`config.mk`:
```
export PLATFORM = sky130hd
export DESIGN_NAME = zorro_iack_master
export DESIGN_NICKNAME = d
export VERILOG_FILES = /design/src/rtl/zorro_iack_master.sv
export SDC_FILE = /design/constraint.sdc
export NUM_CORES = 1
export LEC_CHECK = 0
export BUFFER_PORTS_ARGS = -buffer_cell sky130_fd_sc_hd__buf_2
export CORE_MARGIN = 2
export CORE_UTILIZATION = 53
export CTS_CLUSTER_DIAMETER = 30
export DETAILED_ROUTE_END_ITERATION = 6
export PLACE_DENSITY_LB_ADDON = 0.15
export SLEW_MARGIN = 20
export SYNTH_ARGS = -nofsm -noshare
export SYNTH_HDL_FRONTEND = slang
export SYNTH_SLANG_ARGS = --single-unit
```
`constraint.sdc`:
```
create_clock -name CLK -period 5.39 [get_ports CLK]
set_clock_uncertainty 0.05 [all_clocks]
set_input_delay 0 -clock CLK [delete_from_list [all_inputs] [get_ports CLK]]
set_output_delay 0 -clock CLK [all_outputs]
set_load 0.005 [all_outputs]
```
`src/rtl/zorro_iack_master.sv`:
```
// zorro_iack_master: Zorro III interrupt-acknowledge bus master.
// Runs one IACK cycle per accepted request. FC=7 with the level-encoded
// address, then FCS_n, MTCR_n and DS0_n in turn. It returns the responder's
// vector, an autovector on claim timeout, or a spurious vector on data
// timeout or bus error.
// Optional feature: define IACK_AUTOSTART_EN to start cycles from a
// debounced INT2_n assertion in addition to the start port.
module zorro_iack_master #(
  parameter logic [2:0] LEVEL   = 3'd2,
  parameter int         TIMEOUT = 16
) (
  input  logic        CLK,
  input  logic        RESET,
  input  logic        start,
  input  logic        INT2_n,
  input  logic        SLAVE_n,
  input  logic        DTACK_n,
  input  logic        BERR_n,
  input  logic [7:0]  D_IN,
  output logic [2:0]  FC,
  output logic [22:0] ADDR,
  output logic        READ,
  output logic        LOCK,
  output logic        FCS_n,
  output logic        MTCR_n,
  output logic        DS0_n,
  output logic        busy,
  output logic        done,
  output logic [7:0]  vector,
  output logic        autovec,
  output logic        spurious
);

  localparam logic [22:0] IACK_ADDR = {20'hFFFFF, LEVEL};
  localparam logic [7:0]  TMO_LAST  = 8'(TIMEOUT - 1);
  localparam logic [7:0]  SPUR_VEC  = 8'h18;
  localparam logic [7:0]  AUTO_VEC  = 8'h18 + {5'b00000, LEVEL};

  typedef enum logic [2:0] {
    S_IDLE, S_ADDR, S_STROBE, S_POLL, S_DATA, S_END
  } state_t;

  state_t      state;
  state_t      state_nx;
  logic [7:0]  timer;
  logic        req;
  logic        accept;

  // Result captured on entry to END, published to the outputs with done.
  logic [7:0]  vec_p0;
  logic        auto_p0;
  logic        spur_p0;

  // Combinational decode of the bus outputs; registered one cycle later.
  logic [2:0]  fc_c;
  logic [22:0] addr_c;
  logic        read_c;
  logic        fcs_c;
  logic        mtcr_c;
  logic        ds0_c;

  // The wait timer must stick at its ceiling rather than wrap to zero.
  function automatic logic [7:0] sat_inc(input logic [7:0] v);
    return (v == 8'hFF) ? v : v + 8'd1;
  endfunction

  // A request is only taken while idle and the previous cycle's busy has
  // dropped, so a start overlapping the tail of a cycle is discarded.
  assign accept = (state == S_IDLE) && !busy && req;

`ifdef IACK_AUTOSTART_EN
  logic int2_q;
  logic armed;

  assign req = start | (armed & ~INT2_n & ~int2_q);

  // Track INT2_n history; one auto-start per low period, re-armed by a high sample.
  always_ff @(posedge CLK) begin
    if (RESET) begin
      int2_q <= 1'b1;
      armed  <= 1'b1;
    end else begin
      int2_q <= INT2_n;
      if (accept) armed <= 1'b0;
      if (INT2_n) armed <= 1'b1;
    end
  end
`else
  logic unused_int2;

  assign unused_int2 = INT2_n;
  assign req         = start;
`endif

  // State register.
  always_ff @(posedge CLK) begin
    if (RESET) state <= S_IDLE;
    else       state <= state_nx;
  end

  // Next-state logic; bus error outranks claim, acknowledge and timeout.
  always_comb begin
    state_nx = state;
    case (state)
      S_IDLE:   if (accept) state_nx = S_ADDR;
      S_ADDR:   state_nx = S_STROBE;
      S_STROBE: state_nx = !BERR_n ? S_END : S_POLL;
      S_POLL: begin
        if (!BERR_n)                state_nx = S_END;
        else if (!SLAVE_n)          state_nx = S_DATA;
        else if (timer >= TMO_LAST) state_nx = S_END;
      end
      S_DATA: begin
        if (!BERR_n)                state_nx = S_END;
        else if (!DTACK_n)          state_nx = S_END;
        else if (timer >= TMO_LAST) state_nx = S_END;
      end
      S_END:    state_nx = S_IDLE;
      default:  state_nx = S_IDLE;
    endcase
  end

  // Output decode per state; strobes accumulate as the cycle advances.
  always_comb begin
    fc_c   = 3'b000;
    addr_c = '0;
    read_c = 1'b0;
    fcs_c  = 1'b1;
    mtcr_c = 1'b1;
    ds0_c  = 1'b1;
    if (state != S_IDLE) begin
      fc_c   = 3'b111;
      addr_c = IACK_ADDR;
      read_c = 1'b1;
    end
    if (state == S_STROBE || state == S_POLL || state == S_DATA) fcs_c  = 1'b0;
    if (state == S_POLL || state == S_DATA)                      mtcr_c = 1'b0;
    if (state == S_DATA)                                         ds0_c  = 1'b0;
  end

  // Wait timer: cleared leaving STROBE and on the claim, counts in POLL/DATA.
  always_ff @(posedge CLK) begin
    if (RESET) begin
      timer <= 8'd0;
    end else begin
      case (state)
        S_POLL:  timer <= (state_nx == S_DATA) ? 8'd0 : sat_inc(timer);
        S_DATA:  timer <= sat_inc(timer);
        default: timer <= 8'd0;
      endcase
    end
  end

  // ---- stage p0: classify the outcome on the edge that enters END ----
  always_ff @(posedge CLK) begin
    if (state_nx == S_END && state != S_END) begin
      if (!BERR_n) begin
        vec_p0  <= SPUR_VEC;
        auto_p0 <= 1'b0;
        spur_p0 <= 1'b1;
      end else if (state == S_POLL) begin
        vec_p0  <= AUTO_VEC;
        auto_p0 <= 1'b1;
        spur_p0 <= 1'b0;
      end else if (!DTACK_n) begin
        vec_p0  <= D_IN;
        auto_p0 <= 1'b0;
        spur_p0 <= 1'b0;
      end else begin
        vec_p0  <= SPUR_VEC;
        auto_p0 <= 1'b0;
        spur_p0 <= 1'b1;
      end
    end
  end

  // ---- stage p1: registered bus outputs, status and published result ----
  always_ff @(posedge CLK) begin
    if (RESET) begin
      FC       <= 3'b000;
      ADDR     <= '0;
      READ     <= 1'b0;
      LOCK     <= 1'b0;
      FCS_n    <= 1'b1;
      MTCR_n   <= 1'b1;
      DS0_n    <= 1'b1;
      busy     <= 1'b0;
      done     <= 1'b0;
      vector   <= 8'h00;
      autovec  <= 1'b0;
      spurious <= 1'b0;
    end else begin
      FC     <= fc_c;
      ADDR   <= addr_c;
      READ   <= read_c;
      LOCK   <= 1'b0;
      FCS_n  <= fcs_c;
      MTCR_n <= mtcr_c;
      DS0_n  <= ds0_c;
      busy   <= (state != S_IDLE);
      done   <= (state == S_END);
      if (state == S_END) begin
        vector   <= vec_p0;
        autovec  <= auto_p0;
        spurious <= spur_p0;
      end
    end
  end

endmodule
```
==> results of run 1 <==
[cell type report]
cell class,instances,area [sq um],area share [%]
flip-flops and latches,36,820.8,41.44
inverters,2,7.507,0.3790
clock buffers,5,37.54,1.895
clock inverters,3,18.77,0.9476
well taps,44,55.05,2.780
repair buffers,66,395.4,19.96
multi-input cells,101,645.6,32.60
[power by group through the flow]
stage	Sequential, mW	Clock, mW	Combinational (mW)
2_1_floorplan	0.321	0	0.130
3_3_place_gp	0.325	0	0.118
3_5_place_dp	0.328	0	0.117
4_1_cts	0.321	0.146	0.124
5_1_grt	0.327	0.158	0.141
6_report	0.321	0.141	0.123
[critical path: cells and delay by family (launching register included)]
kind            cells  cell delay, ns
fa+ha+maj           1            0.24
simple gates        3            1.02
compound gates      1            0.23
flops               1            0.40
[how the worst max path moves through the flow]
stage	start	to	slack [ns]	depth (start not counted)
floorplan	timer[0]	auto_p0	3.40	5
global placement	timer[0]	vec_p0[2]	3.12	5
detailed placement	timer[0]	vec_p0[5]	3.08	5
CTS	timer[0]	vec_p0[5]	3.06	5
global route	timer[0]	vec_p0[5]	2.91	5
finish	timer[0]	vec_p0[5]	3.09	5
[cell families after synthesis]
family          synth area share (%)
compound gates                 9.182
simple gates                   20.19
xor+xnor                       1.021
buf+inv                        15.01
mux                            5.831
other cells                   0.2184
fa+ha+maj                     0.7287
flops                          47.81
[state kept, by name, indices dropped and copies added, names as in the netlist, 3 cells and up]
signal and count:
state 3, timer 8, vec_p0 8, vector 8
[repair_timing]
item	4_1_cts	5_1_grt
setup endpoints to repair	0	0
endpoints found under the hold margin	24	0
hold buffers	13	0
[synthesized netlist by cell type, drive strengths merged]
library cell | number | area (sq um)
nand4b | 1 | 8.760
ha | 1 | 12.51
nor2 | 27 | 101.4
nor3b | 1 | 12.51
o21ai | 5 | 28.77
o221a | 1 | 11.26
buf | 32 | 242.7
a211oi | 2 | 25.02
nand4 | 1 | 6.260
nand2 | 7 | 26.28
a21o | 3 | 22.52
and3 | 3 | 18.77
nand3b | 2 | 15.01
dfxtp | 26 | 520.5
nand3 | 3 | 15.01
inv | 2 | 7.510
nand2b | 4 | 25.02
nor3 | 3 | 15.01
conb | 1 | 3.750
and2b | 1 | 7.510
a21oi | 3 | 15.01
or2 | 1 | 6.260
or3b | 1 | 11.26
edfxtp | 10 | 300.3
xor2 | 2 | 17.52
and3b | 1 | 8.760
and2 | 6 | 37.54
nor2b | 2 | 12.51
a32oi | 1 | 8.760
a311oi | 1 | 15.01
clkbuf | 2 | 7.510
o2111ai | 1 | 8.760
o21bai | 1 | 7.510
nor4 | 2 | 18.77
a2111oi | 1 | 15.01
mux2i | 10 | 100.1
[routing by layer]
| layer | wire (um) | up-vias |
|---|---|---|
| met3 | 176 | 4 |
| met4 | 31 | 0 |
| li1 | - | 640 |
| met5 | 0 | - |
| met1 | 1320 | 562 |
| met2 | 1471 | 43 |
[per-stage QoR]
stage / hold WS (ns) / instance area, sq um / utilization (%) / power [mW] / instances
floorplan: 0.1098 / 1724 / - / 0.4508 / 173
global route: 0.03720 / 1981 / 64.35 / 0.6259 / 257
finish: 0.04815 / 1981 / 64.35 / 0.5862 / 257
detailed placement: 0.2241 / 1794 / 58.29 / 0.4447 / 236
global placement: 0.2150 / 1794 / 58.29 / 0.4427 / 236
CTS: 0.03213 / 1981 / 64.35 / 0.5924 / 257
==> results.json, run 1 <==
{
  "clkPwrFrac_pct": 24.1,
  "peakVddDrop_uv": 173.3,
  "reg2reg_to": "vec_p0[5]",
  "start_util_pct": 55.77,
  "htree_levels": 2,
  "clk_path_buf_depth": 2,
  "clk_latency_ns": 0.34,
  "hold_violations": 0,
  "tightest_slew_ns": 0.8254,
  "row_count": 20,
  "crit_arrival_ns": 2.22,
  "grt_pass1_wl_mm": 4.719,
  "netlist_instances": 171,
  "yosysSeqAreaShare_pct": 47.81,
  "p_seq_share_pct": 54.8,
  "setup_tns_ns": 0,
  "fp.dieH_um": 60.91,
  "powerDensity_mw_per_mm2": 296.0,
  "final_common_cell": "buf_2",
  "r2r_cells": 5,
  "track_usage_pct": 17.65,
  "path_cells": "ha_1, nand3_1, and3_1, o221a_2, nor2_1",
  "nNetsFinal": 228,
  "worst_setup_path_end_kind": "register",
  "min-delay-start": "start",
  "rsz0062_at_grt": "false",
  "setup-violations-final": 0,
  "finalCritPeriodShare_pct": 42.75,
  "antenna_found_initial": 0,
  "fillers": 266,
  "clk_pin_slew_ns": 0.12,
  "core-area_sq_mm": 0.003078,
  "grt-ovfl-total": 0,
  "power_leakage_nw": 0.9244,
  "grtUsageMet1_pct": 19.65,
  "hpwlAfterDp_mm": 2.036,
  "slowest_delay_ns": 0.63,
  "yosys_warnings": 0,
  "rrSetupSlack_ns": 3.09,
  "mostFrequentLayoutCells": "buf_2, nor2_1, dfxtp_1",
  "globalplace.congestion": 0.8110,
  "synth_cell_types": 41,
  "max_cap_violations": 0,
  "dr.first_iter.drc_count": 23,
  "fp.dieArea_sq_mm": 0.003710,
  "drt_first_pass_iters": 4,
  "setup_slack_ns": 3.086,
  "die_width_um": 60.91,
  "totalWireLength_mm": 3.001,
  "status": "finished clean",
  "drc": 0,
  "hp-class": "in -> reg",
  "path_max_fanout": 10,
  "numClockSinks": 36,
  "synth_area_sq_mm": 0.001717,
  "hold_end": "state[0]",
  "ctsResizeCount": 0,
  "min_period_ns": 2.304,
  "grt_pass1_vias": 1103,
  "p_int_uw": 414.0,
  "use_met3_pct": 4.478,
  "synth_seq_cells": 36,
  "viasPerCell": 4.860,
  "drt-wirelength-per-cell_um": 11.68,
  "num_vias": 1249,
  "numCtsBuffers": 5,
  "antennaDiodeCount": 0,
  "dpl_worst_slack_ns": 3.076,
  "postSynthAreaPerCell_sq_um": 10.04,
  "drtAntennaViolNets": 0,
  "max_freq_mhz": 434.0,
  "final_layout_size_suffix_gt1_share_pct": 33.33,
  "r2r_start": "timer[0]",
  "cts_root_buf": "clkbuf_4",
  "busiest_layer": "met2",
  "p_sw_share_pct": 29.37,
  "grt_start_max_net_pins": 28,
  "worst_slew_margin_rel_pct": 44.77,
  "cts_tree": "yes",
  "p_sw_uw": 172.2,
  "portBuffers": 53,
  "hold_depth": 4,
  "comb_power_share_pct": 21.0,
  "crit_path_start_kind": "register",
  "io-pin-count": 58,
  "slowest_stage": "nor2_1",
  "use_met2_pct": 30.88,
  "drv_slew": 0,
  "cts_setup_buffers": 0,
  "syn_to_final_growth_pct": 15.38,
  "cp_data_required_time_ns": 5.30,
  "worstSetupPathType": "reg -> reg"
}
Power figures use the tool's default switching activity.
==> run 2: changes to the inputs <==
--- a/config.mk
+++ b/config.mk
@@ -5,9 +5,10 @@
 export SDC_FILE = /design/constraint.sdc
 export NUM_CORES = 1
 export LEC_CHECK = 0
+export ABC_AREA = 1
 export BUFFER_PORTS_ARGS = -buffer_cell sky130_fd_sc_hd__buf_2
 export CORE_MARGIN = 2
-export CORE_UTILIZATION = 53
+export CORE_UTILIZATION = 45
 export CTS_CLUSTER_DIAMETER = 30
 export DETAILED_ROUTE_END_ITERATION = 6
 export PLACE_DENSITY_LB_ADDON = 0.15
==> constraint.sdc (replaced) <==
create_clock -name CLK -period 1.95 [get_ports CLK]
set_clock_uncertainty 0.05 [all_clocks]
set_input_delay 0 -clock CLK [delete_from_list [all_inputs] [get_ports CLK]]
set_output_delay 0 -clock CLK [all_outputs]
set_load 0.005 [all_outputs]
==> run 2 against run 1 <==
Synthesized cell count rose by 27%. Largest cell class unchanged. Count of clock-buffer cells in the layout rose by 1. First-iteration DRC count rose to 2.7 times the previous value. Maximum frequency rose by 29%. Clock power rose to 4.5 times the previous value.
==> results.json, run 2 <==
{
  "synth_mux_area_share_pct": 0,
  "rrSetupSlack_ns": 0.17,
  "p_sw_share_pct": 26.58,
  "peakVddDrop_uv": 335.5,
  "antennaDiodeCount": 0,
  "antenna_found_initial": 0,
  "num_vias": 1403,
  "synth_area_leaders": "dfxtp_1, edfxtp_1, buf_4, inv_1, a21oi_1",
  "powerDensity_mw_per_mm2": 850.8,
  "start_util_pct": 46.31,
  "track_usage_pct": 16.26,
  "path_max_fanout": 3,
  "viasPerCell": 4.526,
  "synth_xor_xnor_area_share_pct": 0,
  "path_cells": "ha_2, nand2_2, nor2_4, nor3_1, a41oi_1, nor2_1, dlygate4sd3_1",
  "hold_ws_ns": 0.01774,
  "hold_violations": 0,
  "synth_edf_count": 10,
  "setup-violations-final": 0,
  "yosys_warnings": 0,
  "slowest_delay_ns": 0.55,
  "p_int_mw": 1.360,
  "numClockSinks": 36,
  "drt_first_pass_iters": 4,
  "async_flop_share_pct": 0,
  "grt_pass1_vias": 1154,
  "core-area_sq_mm": 0.003971,
  "row_count": 23,
  "hpwlAfterDp_mm": 2.515,
  "finalPower_mw": 1.852,
  "drc": 0,
  "p_sw_uw": 492.4,
  "critPathTopFamily": "buffers and inverters",
  "setup_tns_ns": 0,
  "rsz0062_at_grt": "false",
  "synth_compound_area_share_pct": 12.38,
  "die_width_um": 67.93,
  "drv_slew": 0,
  "drt-wirelength-per-cell_um": 10.87,
  "synth_seq_cells": 36,
  "crit_path_start_kind": "register",
  "cts_root_buf": "clkbuf_8",
  "final_layout_size_suffix_gt1_share_pct": 37.31,
  "cp_data_required_time_ns": 2.08,
  "worst_setup_path_end_kind": "register",
  "synth_flop_cell": "dfxtp_1",
  "max_cap_violations": 0,
  "fp.dieArea_sq_mm": 0.004614,
  "yosysSeqAreaShare_pct": 44.63,
  "final_common_cell": "buf_2",
  "globalplace.congestion": 0.8729,
  "synth_cell_types": 32,
  "mostFrequentLayoutCells": "buf_2, inv_1, dfxtp_1",
  "syn_to_final_growth_pct": 18.37,
  "numCtsBuffers": 5,
  "status": "finished clean",
  "synth_top_family_by_area": "simple AND/OR/NAND/NOR gates",
  "yosys.area_share.adder_pct": 0.6803,
  "htree_levels": 2,
  "p_seq_share_pct": 45.2,
  "grt_start_max_net_pins": 27,
  "totalWireLength_mm": 3.370,
  "portBuffers": 53,
  "clk_latency_ns": 0.28,
  "synth_top_area_share_pct": 28.30,
  "cts_setup_buffers": 0,
  "hp-class": "in -> reg",
  "yosys.area.top_type": "dfxtp_1",
  "clk_path_buf_depth": 2,
  "comb_power_share_pct": 20.4,
  "power_leakage_nw": 0.9633,
  "worstSetupPathType": "reg -> reg",
  "netlist_instances": 217,
  "dr.first_iter.drc_count": 63,
  "slowest_stage": "dlygate4sd3_1",
  "clk_pin_slew_ns": 0.07,
  "synth_simple_gate_area_share_pct": 22.93,
  "max_freq_mhz": 560.3,
  "fillers": 387,
  "clkPwrFrac_pct": 34.4,
  "drtAntennaViolNets": 0,
  "grt_pass1_wl_mm": 5.402,
  "synth_area_sq_mm": 0.001839,
  "crit_arrival_ns": 1.91,
  "io-pin-count": 58,
  "min_period_ns": 1.785,
  "postSynthAreaPerCell_sq_um": 8.476,
  "cts_tree": "yes",
  "reg_top3": "timer x8, vec_p0 x8, vector x8",
  "finalCritPeriodShare_pct": 91.53,
  "cp_num_buf_inv": 1,
  "grt-ovfl-total": 0,
  "synth_most_common_cell": "inv_1",
  "synth_common_cells": "inv_1, buf_4, dfxtp_1",
  "nNetsFinal": 275,
  "fp.dieH_um": 67.93
}
-- run 2: cell types whose count changed after synthesis, moves of 5 or more --
cell and change:
nor2_1 -9, inv_1 +27, inv_2 +5, and2_1 -6, o21ai_0 +13, nand2_1 +9, a21oi_1 +14, nor2_2 +8
mux2i_1 -10
-- run 2: final timing paths --
kind         cells past startpoint       from         to
max reg2reg                      7   timer[1]   state[1]
max                              7   timer[1]   state[1]
min                              2     BERR_n    spur_p0
min reg2reg                      2  vector[6]  vector[6]
-- run 2: what timing repair did --
item                                   CTS  global route
resized for setup                        0             2
hold buffers                             9             0
endpoints found under the hold margin   12             0
setup endpoints to repair                0             1
-- run 2: area by class of cell --
class / count / area [sq um] / area share [%]
Inverter: 34 / 127.6 / 5.862
Sequential cell: 36 / 822.0 / 37.76
Timing Repair Buffer: 65 / 377.9 / 17.36
Multi-Input combinational cell: 117 / 679.4 / 31.21
Clock inverter: 2 / 35.03 / 1.609
Tap cell: 50 / 62.56 / 2.874
Clock buffer: 6 / 72.57 / 3.333
-- run 2: routing by layer --
layer  wire length (um)  up-vias  GRT usage (%)  part of all wire, %
li1                   -      745              -                    -
met1               1724      592          22.82                   51
met2               1316       61          22.69                   39
met3                258        5          3.454                  7.7
met4                 70        0          9.750                  2.1
met5                  0        -              0                    0
-- run 2: cell families after synthesis --
logic type	count (synthesis)
AO/OA/AOI/OAI	41
adder cells (fa/ha/maj)	1
buffers and inverters	66
flip-flops	36
other	1
AND/OR/NAND/NOR	72
-- run 2: through the flow --
| stage | std cells | cell area, sq um | utilization, % | setup WS (ns) |
|---|---|---|---|---|
| after floorplan | 219 | 1851 | - | 0.2216 |
| after global placement | 293 | 1976 | 49.75 | 0.2362 |
| after detailed placement | 293 | 1976 | 49.75 | 0.2241 |
| after CTS | 310 | 2173 | 54.73 | 0.1031 |
| after global routing | 310 | 2177 | 54.82 | 0.01773 |
| final | 310 | 2177 | 54.82 | 0.1652 |
-- run 2: power groups by stage --
stage,clock network [mW],registers [mW],logic [mW]
floorplan,0,0.871,0.327
global placement,0,0.853,0.362
detailed placement,0,0.854,0.364
CTS,0.655,0.837,0.381
global route,0.685,0.841,0.440
finish,0.636,0.838,0.378
==> run 3: changes to the inputs <==
--- a/config.mk
+++ b/config.mk
@@ -12,6 +12,7 @@
 export CTS_CLUSTER_DIAMETER = 30
 export DETAILED_ROUTE_END_ITERATION = 6
 export PLACE_DENSITY_LB_ADDON = 0.15
+export SETUP_SLACK_MARGIN = 0.2
 export SLEW_MARGIN = 20
 export SYNTH_ARGS = -nofsm -noshare
 export SYNTH_HDL_FRONTEND = slang
==> run 3 against run 2 <==
Sequential power about the same. Clock power about the same. Worst hold slack improved by 0.0039 ns. Register-to-register slack improved by 0.17 ns. Cell count increased by 0.65%. Cell area increased by 2.0%. First-iteration DRC count increased by 7.9%. Non-clock buffer count increased by 2. Routed wire length increased by 2.4%. Flip-flop and latch count unchanged. Combinational power increased by 2%.
==> results.json, run 3 (same netlist as run 2, synthesis figures left out) <==
{
  "status": "finished clean",
  "syn_to_final_growth_pct": 20.75,
  "drt_first_pass_iters": 4,
  "htree_levels": 2,
  "hold_ws_ns": 0.02162,
  "slowest_delay_ns": 0.38,
  "antenna_found_initial": 0,
  "numClockSinks": 36,
  "power_leakage_nw": 0.9761,
  "finalCritPeriodShare_pct": 82.99,
  "clk_path_buf_depth": 2,
  "crit_path_start_kind": "register",
  "grt_pass1_wl_mm": 5.388,
  "numCtsBuffers": 5,
  "worstSetupPathType": "reg -> reg",
  "peakVddDrop_uv": 346.7,
  "crit_arrival_ns": 1.57,
  "totalWireLength_mm": 3.451,
  "antennaDiodeCount": 0,
  "nNetsFinal": 277,
  "max_cap_violations": 0,
  "setup-violations-final": 0,
  "cp_data_required_time_ns": 1.90,
  "cts_root_buf": "clkbuf_8",
  "portBuffers": 53,
  "mostFrequentLayoutCells": "buf_2, inv_1, dfxtp_1",
  "final_common_cell": "buf_2",
  "core-area_sq_mm": 0.003971,
  "rsz0062_at_grt": "false",
  "grt_start_max_net_pins": 27,
  "drt-wirelength-per-cell_um": 11.06,
  "track_usage_pct": 16.22,
  "drc": 0,
  "dr.first_iter.drc_count": 68,
  "io-pin-count": 58,
  "clk_latency_ns": 0.28,
  "hpwlAfterDp_mm": 2.515,
  "final_layout_size_suffix_gt1_share_pct": 38.93,
  "drv_slew": 0,
  "slowest_stage": "dfxtp_4",
  "row_count": 23,
  "grt-ovfl-total": 0,
  "worst_setup_path_end_kind": "register",
  "fp.dieH_um": 67.93,
  "viasPerCell": 4.580,
  "crit_top_cell": "nor2_4",
  "hp-class": "in -> reg",
  "hold_violations": 0,
  "die_width_um": 67.93,
  "grt_pass1_vias": 1154,
  "max_freq_mhz": 617.9,
  "num_vias": 1429,
  "fp.dieArea_sq_mm": 0.004614,
  "path_max_fanout": 5,
  "setup_tns_ns": 0,
  "clk_pin_slew_ns": 0.07,
  "min_period_ns": 1.618,
  "start_util_pct": 46.31,
  "powerDensity_mw_per_mm2": 838.4,
  "critPathTopFamily": "flip-flops",
  "cts_tree": "yes",
  "drtAntennaViolNets": 0,
  "cp_num_buf_inv": 1,
  "globalplace.congestion": 0.8729,
  "path_cells": "ha_4, nand2_2, nor2_4, nor2_4, nand3_2, a21oi_4, a21oi_2, buf_6",
  "finalPower_mw": 1.862,
  "reg_top3": "timer x8, vec_p0 x8, vector x8"
}
run 3: power by group:
group | internal, mW | total [mW] | leakage [nW] | switching, mW
sequential | 0.810 | 0.840 | 0.302 | 0.0293
clock | 0.379 | 0.637 | 0.0552 | 0.257
combinational | 0.175 | 0.386 | 0.619 | 0.210
run 3: routing by layer:
layer	vias to the layer above	track usage (%)	share of wire, %
li1	752	-	-
met1	611	22.71	52
met2	61	22.69	39
met3	5	3.454	7.2
met4	0	9.750	2.0
met5	-	0	0
run 3: timing repair:
item | 4_1_cts | 5_1_grt
hold buffers | 9 | 0
endpoints found under the hold margin | 12 | 0
setup endpoints to repair | 0 | 17
gates resized for setup | 0 | 11
setup buffers | 0 | 1
run 3: worst paths after layout:
kind | slack [ns] | cells after the start | to | from
setup / recovery | 0.33 | 8 | spur_p0 | timer[0]
hold / removal | 0.02 | 2 | spur_p0 | BERR_n
setup reg to reg | 0.33 | 8 | spur_p0 | timer[0]
hold reg to reg | 0.39 | 2 | vector[6] | vector[6]
run 3: cell type report:
cell class                 instances  area [sq um]
multi-input combinational        117         696.9
fill                             381          1750
timing repair buffer              67         400.4
clock buffer                       6         72.57
sequential                        36         825.8
tap                               50         62.56
clock inverter                     2         35.03
inverter                          34         127.6
run 3: stage by stage:
step	instance area [sq um]	util, %	cells	worst slack, ns
after floorplan	1851	-	219	0.2216
after global placement	1976	49.75	293	0.2362
after detailed placement	1976	49.75	293	0.2241
after CTS	2173	54.73	310	0.2104
after global routing	2221	55.92	312	0.2253
final	2221	55.92	312	0.3317
run 3: worst reg2reg max path: stages (launching register included):
cell and delay (ns):
dfxtp_4 0.38, ha_4 0.15, nand2_2 0.07, nor2_4 0.15, nor2_4 0.06, nand3_2 0.07, a21oi_4 0.07, a21oi_2 0.19
buf_6 0.15
